$ cat src/rtl/ili9341_frame_arbiter_if.sv
// Pixel-source bundle between frame memories, the frame arbiter and the ILI9341 controller.
interface ili9341_frame_arbiter_if #(
    parameter int PIXEL_SIZE = 16,
    parameter int ADDR_W     = 14
);
    logic [1:0]            req;
    logic [1:0]            grant;
    logic [ADDR_W-1:0]     rd_addr;
    logic [PIXEL_SIZE-1:0] rd_data0;
    logic [PIXEL_SIZE-1:0] rd_data1;
    logic                  pixel_req;
    logic [PIXEL_SIZE-1:0] pixel_out;
    logic                  pixel_valid;
    logic                  busy;
    logic                  frame_done;
    logic                  underrun;

    modport master (
        output req, rd_data0, rd_data1, pixel_req,
        input  grant, rd_addr, pixel_out, pixel_valid,
        input  busy, frame_done, underrun
    );

    modport slave (
        input  req, rd_data0, rd_data1, pixel_req,
        output grant, rd_addr, pixel_out, pixel_valid,
        output busy, frame_done, underrun
    );
endinterface

$ cat src/rtl/ili9341_frame_arbiter.sv
// Whole-frame arbiter feeding one ILI9341 pixel stream from two synchronous pixel memories.
// Define ILI9341_ARB_FIXED_PRIO_EN to make requester 1 always win instead of round-robin.
module ili9341_frame_arbiter #(
    parameter int RESOLUTION = 128*128,
    parameter int PIXEL_SIZE = 16,
    parameter int ADDR_W     = $clog2(RESOLUTION)
) (
    input logic                    clk,
    input logic                    rst,
    ili9341_frame_arbiter_if.slave bus
);
    localparam logic [ADDR_W-1:0] LAST = ADDR_W'(RESOLUTION - 1);

    typedef enum logic [2:0] {IDLE, ADDR, CAPT, STREAM, DONE} state_t;

    state_t                state_q, state_d;
    logic [1:0]            grant_q, grant_d;
    logic [ADDR_W-1:0]     addr_q, addr_d;
    logic [PIXEL_SIZE-1:0] pix_q, pix_d;
    logic                  valid_q, valid_d;
    logic                  underrun_q, underrun_d;
    logic                  win1;
`ifndef ILI9341_ARB_FIXED_PRIO_EN
    logic                  ptr_q, ptr_d;
`endif

    always_comb begin
        state_d    = state_q;
        grant_d    = grant_q;
        addr_d     = addr_q;
        pix_d      = pix_q;
        valid_d    = valid_q;
        underrun_d = underrun_q;
`ifdef ILI9341_ARB_FIXED_PRIO_EN
        win1 = bus.req[1];
`else
        ptr_d = ptr_q;
        // Pointed-to requester wins if requesting, otherwise the other one.
        win1  = ptr_q ? bus.req[1] : !bus.req[0];
`endif
        if (bus.pixel_req && (grant_q != 2'b00) && !valid_q)
            underrun_d = 1'b1;

        unique case (state_q)
            IDLE: begin
                if (|bus.req) begin
                    grant_d = win1 ? 2'b10 : 2'b01;
                    addr_d  = '0;
                    state_d = ADDR;
                end
            end
            ADDR: state_d = CAPT;
            CAPT: begin
                pix_d   = grant_q[1] ? bus.rd_data1 : bus.rd_data0;
                valid_d = 1'b1;
                state_d = STREAM;
            end
            STREAM: begin
                if (bus.pixel_req && valid_q) begin
                    valid_d = 1'b0;
                    if (addr_q == LAST) begin
                        state_d = DONE;
                    end else begin
                        addr_d  = addr_q + ADDR_W'(1);
                        state_d = ADDR;
                    end
                end
            end
            DONE: begin
                grant_d = 2'b00;
                addr_d  = '0;
                state_d = IDLE;
`ifndef ILI9341_ARB_FIXED_PRIO_EN
                ptr_d   = grant_q[0];
`endif
            end
            default: state_d = IDLE;
        endcase
    end

    always_ff @(posedge clk or posedge rst) begin
        if (rst) begin
            state_q    <= IDLE;
            grant_q    <= 2'b00;
            addr_q     <= '0;
            pix_q      <= '0;
            valid_q    <= 1'b0;
            underrun_q <= 1'b0;
        end else begin
            state_q    <= state_d;
            grant_q    <= grant_d;
            addr_q     <= addr_d;
            pix_q      <= pix_d;
            valid_q    <= valid_d;
            underrun_q <= underrun_d;
        end
    end

`ifndef ILI9341_ARB_FIXED_PRIO_EN
    always_ff @(posedge clk or posedge rst) begin
        if (rst) ptr_q <= 1'b0;
        else     ptr_q <= ptr_d;
    end
`endif

    assign bus.grant       = grant_q;
    assign bus.rd_addr     = addr_q;
    assign bus.pixel_out   = pix_q;
    assign bus.pixel_valid = valid_q;
    assign bus.busy        = |grant_q;
    assign bus.frame_done  = (state_q == DONE);
    assign bus.underrun    = underrun_q;
endmodule

$ cat src/flat_wrapper.sv
// flat-port wrapper written by rule: the top's interface ports become plain ports
module ili9341_frame_arbiter_flat 
#(
    parameter int RESOLUTION = 128*128,
    parameter int PIXEL_SIZE = 16,
    parameter int ADDR_W     = $clog2(RESOLUTION)
)
  (clk, rst, bus_req, bus_rd_data0, bus_rd_data1, bus_pixel_req, bus_grant, bus_rd_addr, bus_pixel_out, bus_pixel_valid, bus_busy, bus_frame_done, bus_underrun);
  ili9341_frame_arbiter_if #(.PIXEL_SIZE(PIXEL_SIZE), .ADDR_W(ADDR_W)) bus_i ();
  input logic clk;
  input logic rst;
  input wire logic [$bits(bus_i.req)-1:0] bus_req;
  input wire logic [$bits(bus_i.rd_data0)-1:0] bus_rd_data0;
  input wire logic [$bits(bus_i.rd_data1)-1:0] bus_rd_data1;
  input wire logic [$bits(bus_i.pixel_req)-1:0] bus_pixel_req;
  output wire logic [$bits(bus_i.grant)-1:0] bus_grant;
  output wire logic [$bits(bus_i.rd_addr)-1:0] bus_rd_addr;
  output wire logic [$bits(bus_i.pixel_out)-1:0] bus_pixel_out;
  output wire logic [$bits(bus_i.pixel_valid)-1:0] bus_pixel_valid;
  output wire logic [$bits(bus_i.busy)-1:0] bus_busy;
  output wire logic [$bits(bus_i.frame_done)-1:0] bus_frame_done;
  output wire logic [$bits(bus_i.underrun)-1:0] bus_underrun;
  assign bus_i.req = bus_req;
  assign bus_i.rd_data0 = bus_rd_data0;
  assign bus_i.rd_data1 = bus_rd_data1;
  assign bus_i.pixel_req = bus_pixel_req;
  assign bus_grant = bus_i.grant;
  assign bus_rd_addr = bus_i.rd_addr;
  assign bus_pixel_out = bus_i.pixel_out;
  assign bus_pixel_valid = bus_i.pixel_valid;
  assign bus_busy = bus_i.busy;
  assign bus_frame_done = bus_i.frame_done;
  assign bus_underrun = bus_i.underrun;
  ili9341_frame_arbiter #(.RESOLUTION(RESOLUTION), .PIXEL_SIZE(PIXEL_SIZE), .ADDR_W(ADDR_W)) u_core (.clk(clk), .rst(rst), .bus(bus_i));
endmodule
$ cat config.mk
export PLATFORM = sky130hd
export DESIGN_NAME = ili9341_frame_arbiter_flat
export DESIGN_NICKNAME = d
export VERILOG_FILES = /design/src/rtl/ili9341_frame_arbiter_if.sv /design/src/rtl/ili9341_frame_arbiter.sv /design/src/flat_wrapper.sv
export SDC_FILE = /design/constraint.sdc
export NUM_CORES = 1
export LEC_CHECK = 0
export ABC_AREA = 1
export BUFFER_PORTS_ARGS = -buffer_cell sky130_fd_sc_hd__buf_4
export CORE_MARGIN = 4
export CORE_UTILIZATION = 53
export CTS_CLUSTER_DIAMETER = 100
export DETAILED_ROUTE_END_ITERATION = 12
export GPL_ROUTABILITY_DRIVEN = 0
export PLACE_DENSITY = 0.81
export SLEW_MARGIN = 20
export SYNTH_ARGS = -nofsm -noshare
export SYNTH_HDL_FRONTEND = slang
export SYNTH_SLANG_ARGS = --single-unit
$ cat constraint.sdc
create_clock -name clk -period 3.61 [get_ports clk]
set_clock_uncertainty 0.15 [all_clocks]
set_input_delay 0.1805 -clock clk [delete_from_list [all_inputs] [get_ports clk]]
set_output_delay 0.1805 -clock clk [all_outputs]
set_load 0.05 [all_outputs]
==> results by group, run 1 <==
Clocking
  • Htree depth: 2
  • Clock tree sinks: 38
  • CTS root buf: clkbuf_8
  • Setup Fix Bufs, Post-CTS: 0
  • Clock Tree Buf Depth: 2
  • Post-CTS resize count: 0
  • CTS tree: yes
  • Hold-fix buffers at CTS: 5
  • Clock transition at path regs: 0.07 ns
  • CTS Buf Count: 5
  • Skew-Pair Late Insertion Delay: 0.29 ns

Yosys
  • Synth area leader: dfrtp_1
  • Synth area leaders: dfrtp_1 48%, nand2_1 18%, nor2_1 7.1%
  • Count leader, synth: nand2_1
  • #FFs+latches synth: 38
  • Ys Warns: 0
  • Post-Synthesis Cells: 271
  • Post-Syn Area: 0.00200 sq mm
  • Post-synth EDFFs: 0
  • Syn avg cell area: 7.36 sq um
  • Top FF cell, synth: dfrtp_1
  • Sequential fraction of the synthesis area: a little under half
  • Area share of the largest cell type after synthesis: between 40% and 50%
  • Async SR Flop Fraction: 100%
  • Syn_nets: 309
  • Count of cell types in the netlist: 25
  • Top post-synthesis cells by count: 94 x nand2_1, 38 x dfrtp_1, 38 x nor2_1

Final layout
  • # fillers: a little over 300
  • # nets final: 387
  • # diodes: 0
  • Share of layout cells above drive strength 1: around a quarter
  • Core Util, Final: between 70% and 80%
  • Total area of sequential cells: 951 sq um
  • Layout area overhead: 35.7%
  • Multi-input gate area: 901 sq um

STA
  • Final Max Slew Viols: 0
  • Max Fclk: 419 MHz
  • Min Tclk post-route: ~2.4 ns
  • Final hold violation count: 0
  • Unrepaired setup endpoints after global routing: false
  • Setup_tns: 0 ns
  • Fin crit share: roughly two thirds
  • Endpoints failing setup: 0
  • Worst Tran Pin Value: a little under 0.6 ns
  • Slew margin rel.: around three fifths

Global route
  • Largest net degree at the start of global routing: 34
  • GRT overflow: 0
  • Vias in the first global route: 1885
  • Tot GR Track Use: 21.1%
  • Initial antenna violation count: 0
  • First-pass GRT wire length: 8470 um

Power
  • Sequential power share: 31.2%
  • Pwr Density: 796 mW/mm^2
  • Clock Power Share: between 10% and 20%
  • Leakage: 1.34 nW
  • Switching Fraction: 50.6%
  • Int Pwr: around 1.1 mW
  • P_sw: 1.09 mW
  • Max VDD drop: 0.000786 V
  • Tot Pwr: 2.16 mW
  • Gate power share: 54.9%

Critical path
  • WP data required: 3.28 ns
  • CP endpoint kind: output pin
  • CP Launch Type: flop
  • Worst Path Max Fanout: 19
  • WP data arrival: a little over 2 ns
  • CP Class: flop to output pin

Floorplan
  • Die width: 69.4 um
  • I/O pins: 73
  • Initial cell density of the core: 54.5%
  • Chip Height: 69.4 um
  • Row count: 22
  • Core region area: 0.00366 sq mm
  • Die ar.: 0.00481 sq mm

Place
  • Hpwl dp: 3660 um
  • PortBufs: 72

Worst hold path
  • Worst Hold Class: primary input to flop

Route
  • Routed wire length: 4940 um
  • Antenna viol nets, final: 0
  • Initial DRC count: 118
  • Drt pass-1 iters: 4
  • Wire per inst: 12.4 um
  • DRC: 0
  • Via count: 1996
  • Via/cell ratio: 5.02

Run status
  • Status: finished, final reports clean

Run
  • Max_cap viols: 0
## path summary, 6_finish.rpt
kind / from / end / slack [ns] / cells past startpoint
worst min register to register: u_core.bus.underrun / u_core.bus.underrun / 0.33 / 1
worst min-delay path: bus_rd_data0[11] / u_core.bus.pixel_out[11] / 0.009 / 3
max in group asynchronous: rst / u_core.bus.rd_addr[11] / 2.38 / 4
min in group asynchronous: rst / u_core.bus.pixel_out[15] / 0.36 / 3
worst max-delay path: u_core.bus.grant[1] / bus_busy / 1.22 / 3
worst max register to register: u_core.bus.grant[1] / u_core.bus.pixel_out[15] / 1.22 / 4
## worst max-delay path: stages, from the launching register on
cell and delay, ns:
dfrtp_1 0.72, clkinv_1 0.58, nand2_1 0.25, buf_4 0.22
## cells in the final DEF, fill, tap and decap left out
master	n
clkbuf_1	1
ha_1	1
clkbuf_8	6
a31oi_1	16
nor2_2	3
a21o_1	1
nand3b_1	1
buf_4	74
inv_1	22
nor3_2	1
or2_2	1
dfrtp_1	38
nand3_1	15
nor2_4	1
nand2_4	1
dlygate4sd3_1	6
inv_2	1
o21ai_0	7
a21boi_0	1
a21oi_1	4
o211ai_1	1
nor2_1	38
clkinv_2	1
o21ai_1	11
nand2_1	94
nand4_1	2
clkinv_1	1
o21bai_1	1
## power groups by stage
stage                     registers (mW)  clock network [mW]  logic (mW)
after floorplan                     1.03                   0       0.534
after global placement             0.672                   0        1.17
after detailed placement           0.677                   0        1.18
after CTS                          0.672               0.309        1.20
after global routing               0.690               0.324        1.30
final                              0.672               0.300        1.18
## registers in the layout, indices dropped and copies added (netlist names)
name                    flops
u_core.bus.pixel_out       16
u_core.ptr_q                1
u_core.bus.grant            2
u_core.bus.pixel_valid      1
u_core.bus.underrun         1
u_core.state_q              3
u_core.bus.rd_addr         14
## routing by layer
metal	global-route usage, %	vias up	share of wire [%]
li1	-	1023	-
met1	24.2	900	40
met2	36.9	61	50
met3	6.23	12	7.6
met4	7.81	0	2.0
met5	0	-	0
## cells by family (layout without fill, tap and decap cells)
logic type | after synthesis | in the layout | share of synthesized area [%]
flip-flops | 38 | 38 | 47.6
buffers and inverters | 33 | 112 | 7.21
adder cells (fa/ha/maj) | 1 | 1 | 0.627
AO/OA/AOI/OAI | 42 | 42 | 12.0
AND/OR/NAND/NOR | 157 | 157 | 32.5
## per-stage QoR
stage | cell area, sq um | hold slack (ns) | std cells | setup WS (ns)
finish | 2710 | 0.00874 | 398 | 1.22
CTS | 2700 | 0.00000450 | 397 | 1.21
detailed placement | 2560 | 0.309 | 384 | 1.54
global route | 2710 | 0.00660 | 398 | 1.05
floorplan | 2000 | 0.170 | 271 | 1.65
global placement | 2560 | 0.302 | 384 | 1.59
## layout make-up
class	instances	share of cell area [%]
well taps	48	2.22
clock inverters	1	0.185
repair buffers	80	22.7
clock buffers	7	3.19
multi-input cells	200	33.3
flip-flops and latches	38	35.1
inverters	24	3.33
(Power assumes the default switching activity.)
==> run 2, diff against run 1 <==
--- a/config.mk
+++ b/config.mk
@@ -8,11 +8,11 @@
 export ABC_AREA = 1
 export BUFFER_PORTS_ARGS = -buffer_cell sky130_fd_sc_hd__buf_4
 export CORE_MARGIN = 4
-export CORE_UTILIZATION = 53
+export CORE_UTILIZATION = 49
 export CTS_CLUSTER_DIAMETER = 100
 export DETAILED_ROUTE_END_ITERATION = 12
 export GPL_ROUTABILITY_DRIVEN = 0
-export PLACE_DENSITY = 0.81
+export PLACE_DENSITY = 0.75
 export SLEW_MARGIN = 20
 export SYNTH_ARGS = -nofsm -noshare
 export SYNTH_HDL_FRONTEND = slang
==> constraint.sdc (replaced) <==
create_clock -name clk -period 2.3 [get_ports clk]
set_clock_uncertainty 0.15 [all_clocks]
set_input_delay 0.115 -clock clk [delete_from_list [all_inputs] [get_ports clk]]
set_output_delay 0.115 -clock clk [all_outputs]
set_load 0.05 [all_outputs]
==> results by group, run 2 (synthesized netlist as in run 1, its figures left out) <==
Global route
  • GRT overflow: 0 (unchanged)
  • Vias in the first global route: 2126 (was 1885)
  • Initial antenna violation count: 0 (unchanged)
  • First-pass GRT wire length: 10300 um (was 8470 um)
  • Tot GR Track Use: 26.1% (was 21.1%)
  • Largest net degree at the start of global routing: 39 (was 34)

Final layout
  • Design Area, Final: 0.00306 sq mm (was 0.00271 sq mm)
  • Core Util, Final: 80.5% (was 74.0%)
  • Most common cell after layout, fill and taps aside: nand2_1 (unchanged)
  • Commonest non-fill, non-tap cells in the layout: 94 x nand2_1, 79 x buf_4, 38 x nor2_1, 38 x dfrtp_1, 36 x dlygate4sd3_1 (was 94 x nand2_1, 74 x buf_4, 38 x nor2_1, 38 x dfrtp_1, 22 x inv_1)
  • Multi-input gate area: 907 sq um (was 901 sq um)
  • Max reg flops: 16 (unchanged)
  • Total area of sequential cells: 951 sq um (unchanged)
  • # diodes: 0 (unchanged)
  • # fillers: 266 (was 307)
  • Layout area overhead: 53.2% (was 35.7%)
  • # nets final: 423 (was 387)
  • Share of layout cells above drive strength 1: 23.9% (was 25.4%)

STA
  • Unrepaired setup endpoints after global routing: false (unchanged)
  • Worst Tran Pin Value: 0.530 ns (was 0.595 ns)
  • Final setup margin: 0.290 ns (was 1.22 ns)
  • Fin crit share: between 80% and 90%
  • Endpoints failing setup: 0 (unchanged)
  • Final Max Slew Viols: 0 (unchanged)
  • Hold Slack: 0.0788 ns (was 0.00874 ns)
  • Slew margin rel.: 64.5% (was 60.3%)
  • Final hold violation count: 0 (unchanged)
  • Max Fclk: a little under 500 MHz
  • Setup_tns: 0 ns (unchanged)
  • Min Tclk post-route: 2.01 ns

Place
  • Hpwl dp: 3720 um (was 3660 um)
  • Cell Area, Placed: 0.00259 sq mm (was 0.00256 sq mm)
  • Worst slack at placement: 0.443 ns (was 1.54 ns)
  • PortBufs: 72 (unchanged)

Clocking
  • Htree depth: 2 (unchanged)
  • Clock tree sinks: 38 (unchanged)
  • CTS Buf Count: 5 (unchanged)
  • Clock transition at path regs: 0.08 ns (was 0.07 ns)
  • Post-CTS resize count: 0 (unchanged)
  • CTS tree: yes (unchanged)
  • CTS root buf: clkbuf_8 (unchanged)
  • Skew-Pair Late Insertion Delay: 0.30 ns (was 0.29 ns)
  • Clock Tree Buf Depth: 2 (unchanged)

Route
  • Wire per inst: 15.0 um (was 12.4 um)
  • Antenna viol nets, final: 0 (unchanged)
  • DRC: 0 (unchanged)
  • Via/cell ratio: 5.14 (was 5.02)
  • Drt pass-1 iters: 4 (unchanged)
  • Via count: 2224 (was 1996)
  • Initial DRC count: 212 (was 118)
  • Routed wire length: 6510 um (was 4940 um)

Power
  • Gate power share: 62.7% (was 54.9%)
  • Switching Fraction: 49.0% (was 50.6%)
  • Pwr Density: 1280 mW/mm^2 (was 796 mW/mm^2)
  • P_sw: 1.92 mW (was 1.09 mW)
  • Leakage: 1.49 nW (was 1.34 nW)
  • Sequential power share: 25.7% (was 31.2%)
  • Max VDD drop: 0.000938 V (was 0.000786 V)
  • Clock Power Share: 11.6% (was 13.9%)
  • Int Pwr: 2.01 mW (was 1.07 mW)

Critical path
  • R2R setup slack: 0.29 ns (was 1.22 ns)
  • CP Launch Type: flop (unchanged)
  • WP data required: 2.39 ns (was 3.28 ns)
  • CP endpoint kind: flop (was output pin)
  • Critical R2R Launch: u_core.state_q[0] (was u_core.bus.grant[1])
  • RR Endpoint: u_core.bus.pixel_out[7] (was u_core.bus.pixel_out[15])
  • WP data arrival: 2.10 ns (was 2.06 ns)
  • Worst Path Max Fanout: 11 (was 19)
  • Worst Reg2Reg Path Length in Cells: 6 (was 4)
  • CP Class: flop to flop (was flop to output pin)

Floorplan
  • Die ar.: 0.00516 sq mm (was 0.00481 sq mm)
  • Core region area: 0.00380 sq mm (was 0.00366 sq mm)
  • Chip Height: 71.8 um (was 69.4 um)
  • Initial cell density of the core: 52.5% (was 54.5%)
  • Die width: 71.8 um (was 69.4 um)
  • Row count: 22 (unchanged)
  • I/O pins: 73 (unchanged)

Worst hold path
  • Beginning of the worst hold path: bus_req[0] (was bus_rd_data0[11])
  • Number of cells on the worst hold path: 3 (unchanged)
  • Worst Hold Class: primary input to flop (unchanged)
  • Worst min-delay path endpoint: u_core.bus.grant[0] (was u_core.bus.pixel_out[11])

Run status
  • Status: finished, final reports clean (unchanged)

Run
  • Max_cap viols: 0 (unchanged)
run 2: cell types whose count changed in the layout (fill, tap and decap cells not counted):
cell,previous run,this run
buf_4,74,79
clkbuf_8,6,5
inv_1,22,23
nor3_2,1,0
nor3_4,0,1
clkinv_2,1,0
buf_12,0,1
clkbuf_1,1,2
inv_2,1,0
dlygate4sd3_1,6,36
run 2: worst max path at each step:
| stage | slack [ns] | endpoint | start | cells past startpoint |
|---|---|---|---|---|
| 2_1_floorplan | 0.34 | u_core.bus.rd_addr[0] | u_core.bus.rd_addr[0] | 10 |
| 3_3_place_gp | 0.53 | u_core.bus.rd_addr[11] | u_core.bus.rd_addr[0] | 10 |
| 3_5_place_dp | 0.44 | u_core.bus.rd_addr[11] | u_core.bus.rd_addr[0] | 10 |
| 4_1_cts | 0.11 | u_core.bus.pixel_out[15] | u_core.state_q[2] | 5 |
| 5_1_grt | 0.15 | u_core.bus.rd_addr[11] | u_core.bus.rd_addr[0] | 10 |
| 6_report | 0.29 | u_core.bus.pixel_out[7] | u_core.state_q[0] | 6 |
run 2: power groups by stage:
stage / clock network, mW / logic [mW] / registers [mW]
CTS: 0.451 / 2.32 / 0.998
global route: 0.489 / 2.63 / 1.04
global placement: 0 / 1.97 / 0.998
finish: 0.454 / 2.46 / 1.01
floorplan: 0 / 0.839 / 1.61
detailed placement: 0 / 1.98 / 1.01
run 2: critical path: stages (launching register included):
cell           delay (ns)
dfrtp_1              0.44
nor3_4               0.23
buf_4                0.22
buf_4                0.14
nor2_1               0.04
a31oi_1              0.14
dlygate4sd3_1        0.58
run 2: through the flow:
step	cells	power, mW
4_1_cts	429	3.77
3_3_place_gp	386	2.96
6_report	433	3.93
3_5_place_dp	386	2.99
2_1_floorplan	271	2.45
5_1_grt	433	4.15
run 2: layout make-up:
| type | count | area share (%) |
|---|---|---|
| clock buffer | 7 | 2.50 |
| multi-input combinational | 200 | 29.7 |
| sequential | 38 | 31.1 |
| tap | 48 | 1.96 |
| timing repair buffer | 116 | 31.8 |
| inverter | 24 | 2.95 |
run 2: timing repair:
item	CTS	global route
buffers inserted	0	4
hold endpoints to repair	57	0
hold buffers	36	0
setup endpoints to repair	0	11
run 2: layer usage:
metal / up-vias / track usage (%) / share of wire [%]
met4: 0 / 12.1 / 3.6
li1: 1098 / - / -
met5: - / 0 / 0
met3: 23 / 7.15 / 6.2
met1: 1025 / 32.4 / 40
met2: 78 / 42.0 / 50
